<file path="config.mk">
export PLATFORM = sky130hd
export DESIGN_NAME = mul_share_arb
export DESIGN_NICKNAME = d
export VERILOG_FILES = /design/src/rtl/mul_share_arb.sv
export SDC_FILE = /design/constraint.sdc
export NUM_CORES = 1
export LEC_CHECK = 0
export BUFFER_PORTS_ARGS = -buffer_cell sky130_fd_sc_hd__buf_2
export CAP_MARGIN = 20
export CORE_MARGIN = 2
export CORE_UTILIZATION = 40
export CTS_BUF_LIST = sky130_fd_sc_hd__clkbuf_8 sky130_fd_sc_hd__clkbuf_16
export CTS_CLUSTER_DIAMETER = 200
export DETAILED_ROUTE_END_ITERATION = 8
export SYNTH_ARGS = -nofsm -noshare
export SYNTH_HDL_FRONTEND = slang
export SYNTH_SLANG_ARGS = --single-unit
</file>
<file path="constraint.sdc">
create_clock -name clk -period 4.4 [get_ports clk]
set_input_delay 0.66 -clock clk [delete_from_list [all_inputs] [get_ports clk]]
set_output_delay 0.66 -clock clk [all_outputs]
set_load 0.005 [all_outputs]
</file>
<file path="src/rtl/mul_share_arb.sv">
// Round-robin sequencer sharing one 4x4 array multiplier among NREQ requesters.
// Build option MUL_SHARE_FIXED_PRIO_EN selects fixed lowest-index-wins priority instead of round robin.
module mul_share_arb #(
  parameter int NREQ = 4,
  parameter int IDW  = 3
) (
  input  logic              clk,
  input  logic              rst_n,
  input  logic [NREQ-1:0]   req_valid,
  input  logic [4*NREQ-1:0] req_a,
  input  logic [4*NREQ-1:0] req_b,
  output logic [NREQ-1:0]   req_ready,
  output logic              rsp_valid,
  input  logic              rsp_ready,
  output logic [IDW-1:0]    rsp_id,
  output logic [7:0]        rsp_p,
  output logic              busy
);

  localparam int NPAD = 1 << IDW;

  typedef enum logic [1:0] {
    ST_IDLE = 2'd0,
    ST_MUL  = 2'd1,
    ST_RSP  = 2'd2
  } state_t;

  state_t            state_r, state_nx_s;
  logic [3:0]        a_r, b_r;
  logic [IDW-1:0]    id_r;
  logic              rsp_valid_r, busy_r;
  logic [7:0]        rsp_p_r;
  logic [IDW-1:0]    rsp_id_r;
  logic [NPAD-1:0]   valid_pad_s;
  logic [4*NPAD-1:0] a_pad_s, b_pad_s;
  logic [IDW-1:0]    grant_s;
  logic              found_s, accept_s;

  // Shift-and-add array multiplier: one partial product per multiplier bit.
  function automatic logic [7:0] mul4x4(input logic [3:0] a, input logic [3:0] b);
    logic [7:0] acc;
    acc = 8'd0;
    for (int j = 0; j < 4; j++) begin
      if (b[j]) acc = acc + ({4'd0, a} << j);
      else      acc = acc;
    end
    return acc;
  endfunction

  // Pad request vectors to 2^IDW entries so an IDW-bit index addresses them exactly.
  always_comb begin
    valid_pad_s = '0;
    a_pad_s     = '0;
    b_pad_s     = '0;
    valid_pad_s[NREQ-1:0]   = req_valid;
    a_pad_s[4*NREQ-1:0]     = req_a;
    b_pad_s[4*NREQ-1:0]     = req_b;
  end

`ifdef MUL_SHARE_FIXED_PRIO_EN
  // Fixed priority: scanning downward leaves the lowest active index as winner.
  always_comb begin
    grant_s = {IDW{1'b0}};
    found_s = 1'b0;
    for (int k = NREQ - 1; k >= 0; k--) begin
      if (valid_pad_s[IDW'(k)]) begin
        found_s = 1'b1;
        grant_s = IDW'(k);
      end else begin
        found_s = found_s;
      end
    end
  end
`else
  logic [IDW-1:0] last_r;
  logic [IDW-1:0] cand_s;

  // Round-robin search starting just after the most recent grant.
  always_comb begin
    grant_s = {IDW{1'b0}};
    found_s = 1'b0;
    cand_s  = {IDW{1'b0}};
    for (int k = 1; k <= NREQ; k++) begin
      cand_s = IDW'((int'(last_r) + k) % NREQ);
      if (!found_s && valid_pad_s[cand_s]) begin
        found_s = 1'b1;
        grant_s = cand_s;
      end else begin
        found_s = found_s;
      end
    end
  end

  // Pointer moves only when a request is actually accepted.
  always_ff @(posedge clk or negedge rst_n) begin
    if (!rst_n)        last_r <= IDW'(NREQ - 1);
    else if (accept_s) last_r <= grant_s;
    else               last_r <= last_r;
  end
`endif

  assign accept_s = rst_n && (state_r == ST_IDLE) && found_s;

  // One-hot accept strobe and next-state decode.
  always_comb begin
    req_ready  = {NREQ{1'b0}};
    state_nx_s = state_r;
    if (accept_s) req_ready = {{(NREQ-1){1'b0}}, 1'b1} << grant_s;
    else          req_ready = {NREQ{1'b0}};
    case (state_r)
      ST_IDLE: state_nx_s = accept_s ? ST_MUL : ST_IDLE;
      ST_MUL:  state_nx_s = ST_RSP;
      ST_RSP:  state_nx_s = rsp_ready ? ST_IDLE : ST_RSP;
      default: state_nx_s = ST_IDLE;
    endcase
  end

  // State, operand capture and registered response.
  always_ff @(posedge clk or negedge rst_n) begin
    if (!rst_n) begin
      state_r     <= ST_IDLE;
      a_r         <= 4'd0;
      b_r         <= 4'd0;
      id_r        <= {IDW{1'b0}};
      rsp_valid_r <= 1'b0;
      rsp_p_r     <= 8'd0;
      rsp_id_r    <= {IDW{1'b0}};
      busy_r      <= 1'b0;
    end else begin
      state_r <= state_nx_s;
      busy_r  <= (state_nx_s != ST_IDLE);
      if (accept_s) begin
        a_r  <= a_pad_s[{grant_s, 2'b00} +: 4];
        b_r  <= b_pad_s[{grant_s, 2'b00} +: 4];
        id_r <= grant_s;
      end else begin
        a_r  <= a_r;
        b_r  <= b_r;
        id_r <= id_r;
      end
      if (state_r == ST_MUL) begin
        rsp_p_r     <= mul4x4(a_r, b_r);
        rsp_id_r    <= id_r;
        rsp_valid_r <= 1'b1;
      end else if (state_r == ST_RSP && rsp_ready) begin
        rsp_valid_r <= 1'b0;
      end else begin
        rsp_valid_r <= rsp_valid_r;
      end
    end
  end

  assign rsp_valid = rsp_valid_r;
  assign rsp_p     = rsp_p_r;
  assign rsp_id    = rsp_id_r;
  assign busy      = busy_r;

endmodule

</file>
; Yosys cells after proc, flatten, opt, wreduce, memory -nomap -nowiden
; Cells that the tools add are included.
[totals]
ff_bits = 28
wordCells = 74
inputBits = 39
output_inout_bits = 17
[classes]
muxes = 29
n_reduce_logical = 16
n_lt_le_gt_ge = 4
shift = 3
n_addsub = 7
bitwise = 4
n_eq_ne = 2
[op_table]
columns = op, n
row1 = indexed part select 32 x 6 -> 4 bit, 2
row2 = 2-to-1 mux 8 bit, 6
row3 = "less-than comparator 3 x 4 -> 1 bit, second input constant", 4
row4 = binary-select mux 1 bit (select 3 bit), 4
row5 = 2-to-1 mux 3 bit, 4
row6 = 2-to-1 mux 1 bit, 11
row7 = adder 8 x 5 -> 8 bit, 1
row8 = adder 8 x 6 -> 8 bit, 1
row9 = adder 8 x 7 -> 8 bit, 1
row10 = 2-to-1 mux 4 bit, 2
row11 = OR reduction 2 bit, 4
row12 = logical AND 1 bit, 6
row13 = one-hot mux 2 bit (3 select lines), 1
row14 = "adder 2 x 1 -> 2 bit, second input constant", 2
row15 = "adder 2 bit, second input constant", 2
row16 = "bitwise AND 1 bit, first input constant", 4
row17 = nonzero test 2 bit, 2
row18 = "<< shifter 1 x 3 -> 4 bit, first input constant", 1
row19 = zero test 1 bit, 3
row20 = "== test 2 x 1 -> 1 bit, second input constant", 1
row21 = "== test 2 bit, second input constant", 1
row22 = zero test 2 bit, 1
row23 = 2-to-1 mux 2 bit, 1

; Longest topological paths before layout
[depth]
depth_word = 19
depth_mapped = 19
depth_no_buf = 19

; Worst setup path after synthesis
; OpenSTA, ideal clock, no wires.
[synth_path]
path_kind = flip-flop to flip-flop
from = register a_r[1]
to = register rsp_p_r[6] (netlist: rsp_p[6])
n_path_buf = 0
setup_ns = 0.136
period_less_slack_ns = 3.477
required_time_ns = 4.264
stages_incl_launch_ff = 20
setup_slack_ns = 0.923
arrival_ns = 3.341
path_cell_list = dfrtp_1 and2_1 ha_1 inv_1 fa_1 nand2b_1 nand3_1 xnor2_1 inv_1 ha_1 a21o_1 a21oi_1 xnor2_1 a21o_1 ha_1 a21oi_1 nand2_1 xor2_1 mux2i_1 o21ai_0
[synth_between]
elab_chain_len = 10
[synth_rtl]
columns = element, line
row1 = "start, declared", 29  ; logic [3:0] a_r, b_r;
row2 = "start signal, assigned", 133  ; a_r <= a_pad_s[{grant_s, 2'b00} +: 4];
row3 = "start signal, assigned", 137  ; a_r <= a_r;
row4 = 2-to-1 mux 4 bit, 44  ; if (b[j]) acc = acc + ({4'd0, a} << j);
row5 = 2-to-1 mux 8 bit, 141  ; if (state_r == ST_MUL) begin
row6 = adder 8 x 5 -> 8 bit, 44
row7 = 2-to-1 mux 8 bit, 44
row8 = 2-to-1 mux 8 bit, 141
row9 = adder 8 x 6 -> 8 bit, 44
row10 = 2-to-1 mux 8 bit, 44
row11 = 2-to-1 mux 8 bit, 141
row12 = adder 8 x 7 -> 8 bit, 44
row13 = 2-to-1 mux 8 bit (*), 44
row14 = "end signal, assigned", 142  ; rsp_p_r <= mul4x4(a_r, b_r);
row15 = "end, declared", 32  ; logic [7:0] rsp_p_r;
; Every way passes the cells marked *; elsewhere a longest branch is shown, timed or not. The select of a mux whose other input is x is not followed.
; A chain may end at the register's enable or synchronous reset.

; Final worst setup path
[layout_path]
from = register b_r[0]
to = register rsp_p_r[6] (netlist: rsp_p[6])
[layout_between]
elab_chain_len = 10
[layout_rtl]
columns = element, line
row1 = "start, declared", 29
row2 = "start signal, assigned", 134  ; b_r <= b_pad_s[{grant_s, 2'b00} +: 4];
row3 = "start signal, assigned", 138  ; b_r <= b_r;
row4 = 2-to-1 mux 4 bit (*), 44
row5 = 2-to-1 mux 8 bit (*), 141
row6 = adder 8 x 5 -> 8 bit, 44
row7 = 2-to-1 mux 8 bit (*), 44
row8 = 2-to-1 mux 8 bit (*), 141
row9 = adder 8 x 6 -> 8 bit, 44
row10 = 2-to-1 mux 8 bit (*), 44
row11 = 2-to-1 mux 8 bit (*), 141
row12 = adder 8 x 7 -> 8 bit, 44
row13 = 2-to-1 mux 8 bit (*), 44
; Marks and branches as above.

==> flow_summary.json <==
{
  "final.period_utilization_pct": 86.3,
  "drive_above_1_share_pct": 31.1,
  "synth_mux_area_share_pct": 11.7,
  "path_class": "reg -> reg",
  "cts_sinks": 26,
  "final_core_utilization_pct": 50.5,
  "syn-instance-count": 192,
  "postCtsHoldBufs": 0,
  "rsz0062_at_grt": "no",
  "drt_iter0_markers": 37,
  "synth_warnings": 0,
  "antenna_found_initial": 0,
  "core_area_mm2": 0.00444,
  "grt_usage_pct": 16.8,
  "reg2reg_to": "rsp_p[6]$_DFFE_PN0P_",
  "synth_top_family_by_area": "simple AND/OR/NAND/NOR gates",
  "yosys_register_bits": 26,
  "synthAdderAreaFrac_pct": 10.5,
  "worstSkewPairLatency_ps": 280,
  "die_h_um": 72.5,
  "fin_setup_tns_ps": 0,
  "r2r_setup_slack_ps": 600,
  "status": "finished clean",
  "htree_levels": 1,
  "arrival_ps": 3940,
  "port_buffers": 54,
  "cts_resized": 0,
  "clock_skew_ps": 9.37,
  "rows": 24,
  "start_util_pct": 42.3,
  "grt_pass1_vias": 1518,
  "syn_area_per_cell_um2": 9.79,
  "hold_viol": 0,
  "setup_viol": 0,
  "place_hpwl_um": 3250,
  "post_drt_wl_per_cell_um": 13.8,
  "num_io_pins": 56,
  "crit_path_end": "rsp_p[6]$_DFFE_PN0P_",
  "via_count": 1551,
  "grt_max_degree": 28,
  "drc": 0,
  "gr-total-overflow": 0,
  "synth_cell_types": 40,
  "seq_area_frac_synth_pct": 34.8,
  "antenna-diode-count": 0,
  "synth_area_mm2": 0.00188,
  "cts_buffers": 3,
  "tritoncts": "built",
  "tightest_slew_ps": 746,
  "p_leak_uw": 0.00116,
  "fmax_mhz": 263,
  "final_common_cell": "buf_2",
  "cp_max_fo": 7,
  "vdd.ir_drop.worst_uv": 360,
  "finalNetCount": 298,
  "cts_max_path_buffers": 2,
  "required_ps": 4550,
  "dieArea_mm2": 0.00526,
  "maxCapViolCount": 0,
  "hold_ws_ps": 365,
  "r2r_cells": 19,
  "firstDrtPassIters": 4,
  "synth_compound_area_share_pct": 17.8,
  "via_per_inst": 5.24,
  "path_clk_slew_ps": 100,
  "worstSetupStartpoint": "b_r[0]$_DFFE_PN0P_",
  "ant_nets": 0,
  "layout_common_cells": "buf_2 (54), dfrtp_1 (24), nand2_1 (23), mux2i_1 (22), nor2_1 (16)",
  "fin_crit_ps": 3800,
  "worstReg2RegStart": "b_r[0]$_DFFE_PN0P_",
  "synth_nets": 245,
  "post_cts_buffers": 0,
  "wl_um": 4100,
  "startpoint_type": "flop",
  "area_growth_pct": 19.4,
  "synth-xor-area-share_pct": 2.33,
  "finalWorstSetupSlack_ps": 605,
  "drv_slew": 0,
  "maxSlewHeadroom_pct": 49.6,
  "fillerInstances": 460,
  "powerDensity_mw_per_mm2": 937,
  "post-place-ws_ps": 614,
  "grt_pass1_wl_um": 7010,
  "die_x_um": 72.5,
  "synthSimpleGateAreaFrac_pct": 17.8,
  "cp-end-kind": "flop",
  "place_congestion": 0.832,
  "clockRootBuffer": "clkbuf_8",
  "min_path_type": "in -> async"
}
## logic make-up (layout without fill, tap and decap cells)
group           count (synthesis)  in the layout
compound gates                 42             42
buf+inv                        17             69
flops                          26             26
simple gates                   65             65
fa+ha+maj                      14             14
xor+xnor                        5              5
mux                            22             22
other cells                     1              1
## Yosys cell counts, drive strengths merged
| cell | count | area (um^2) |
|---|---|---|
| clkbuf | 2 | 7.51 |
| o22ai | 1 | 6.26 |
| ha | 11 | 138 |
| and2 | 2 | 12.5 |
| conb | 1 | 3.75 |
| o221ai | 1 | 15.0 |
| nand2 | 23 | 86.3 |
| a2111oi | 1 | 8.76 |
| a221o | 1 | 10.0 |
| or2 | 1 | 6.26 |
| dfstp | 2 | 52.6 |
| a211oi | 1 | 7.51 |
| fa | 3 | 60.1 |
| nand3 | 4 | 20.0 |
| and2b | 1 | 7.51 |
| inv | 9 | 33.8 |
| mux2i | 22 | 220 |
| nor3 | 2 | 15.0 |
| a21o | 5 | 37.5 |
| nor3b | 1 | 7.51 |
| nor4b | 1 | 23.8 |
| a221oi | 8 | 120 |
| a21oi | 11 | 55.1 |
| buf | 6 | 50.0 |
| xnor2 | 3 | 26.3 |
| o41ai | 1 | 8.76 |
| nand2b | 6 | 37.5 |
| nor2b | 5 | 33.8 |
| and3 | 2 | 12.5 |
| o21a | 2 | 15.0 |
| o21ai | 10 | 50.0 |
| nor4 | 1 | 12.5 |
| xor2 | 2 | 17.5 |
| nor2 | 16 | 60.1 |
| dfrtp | 24 | 601 |
## layer usage
metal | global-route usage, % | vias to the layer above | share of wire [%] | wire, um
met5 | 0 | - | 0 | 0
met4 | 5.56 | 0 | 1.3 | 53
met3 | 1.67 | 5 | 2.2 | 89
met2 | 26.5 | 20 | 49 | 2030
met1 | 24.2 | 743 | 47 | 1930
li1 | - | 783 | - | -
## worst min path at each step
stage,startpoint,to,slack [ps]
5_1_grt,rst_n,rsp_id[0]$_DFFE_PN0P_,420
4_1_cts,rst_n,busy$_DFF_PN0_,390
6_report,rst_n,rsp_id[0]$_DFFE_PN0P_,360
3_3_place_gp,rsp_id[0]$_DFFE_PN0P_,rsp_id[0]$_DFFE_PN0P_,460
3_5_place_dp,rsp_p[0]$_DFFE_PN0P_,rsp_p[0]$_DFFE_PN0P_,460
2_1_floorplan,rst_n,a_r[0]$_DFFE_PN0P_,360
## stage by stage
step,instance area (um^2),total power (uW),std cells
detailed placement,2170,1910,292
global placement,2170,1890,292
finish,2240,2100,296
floorplan,1880,1590,192
CTS,2240,2120,296
global route,2240,2330,296
## final cells by class
| cell class | count | area (um^2) | area share (%) |
|---|---|---|---|
| well taps | 52 | 65.1 | 2.90 |
| inverters | 9 | 33.8 | 1.51 |
| flip-flops and latches | 26 | 653 | 29.1 |
| repair buffers | 56 | 285 | 12.7 |
| multi-input cells | 149 | 1130 | 50.6 |
| clock buffers | 3 | 41.3 | 1.84 |
| clock inverters | 1 | 30.0 | 1.34 |
## critical path, stage by stage, from the launching register on
cell and delay (ps):
dfrtp_1 490, and2_1 190, ha_1 160, inv_1 50, fa_1 370, nand2b_1 190, nand3_1 120, xnor2_1 200
inv_1 80, ha_1 290, a21o_1 170, a21oi_1 170, xnor2_1 100, a21o_1 200, ha_1 310, a21oi_1 150
nand2_1 80, xor2_1 140, mux2i_1 120, o21ai_0 80
## sequential cells by signal (all words and copies together), names as in the netlist
signal / cells
a_r: 4
b_r: 4
busy: 1
id_r: 2
last_r: 2
rsp_id: 2
rsp_p: 8
rsp_valid: 1
state_r: 2
## where the power goes
group	leakage, uW	switching, uW	total, uW	internal [uW]
clock network	0.0000357	79.4	201	122
registers	0.000305	134	494	360
logic	0.000815	730	1410	676
total	0.00116	943	2100	1160
Note: power is estimated with default switching activity, not from simulation.
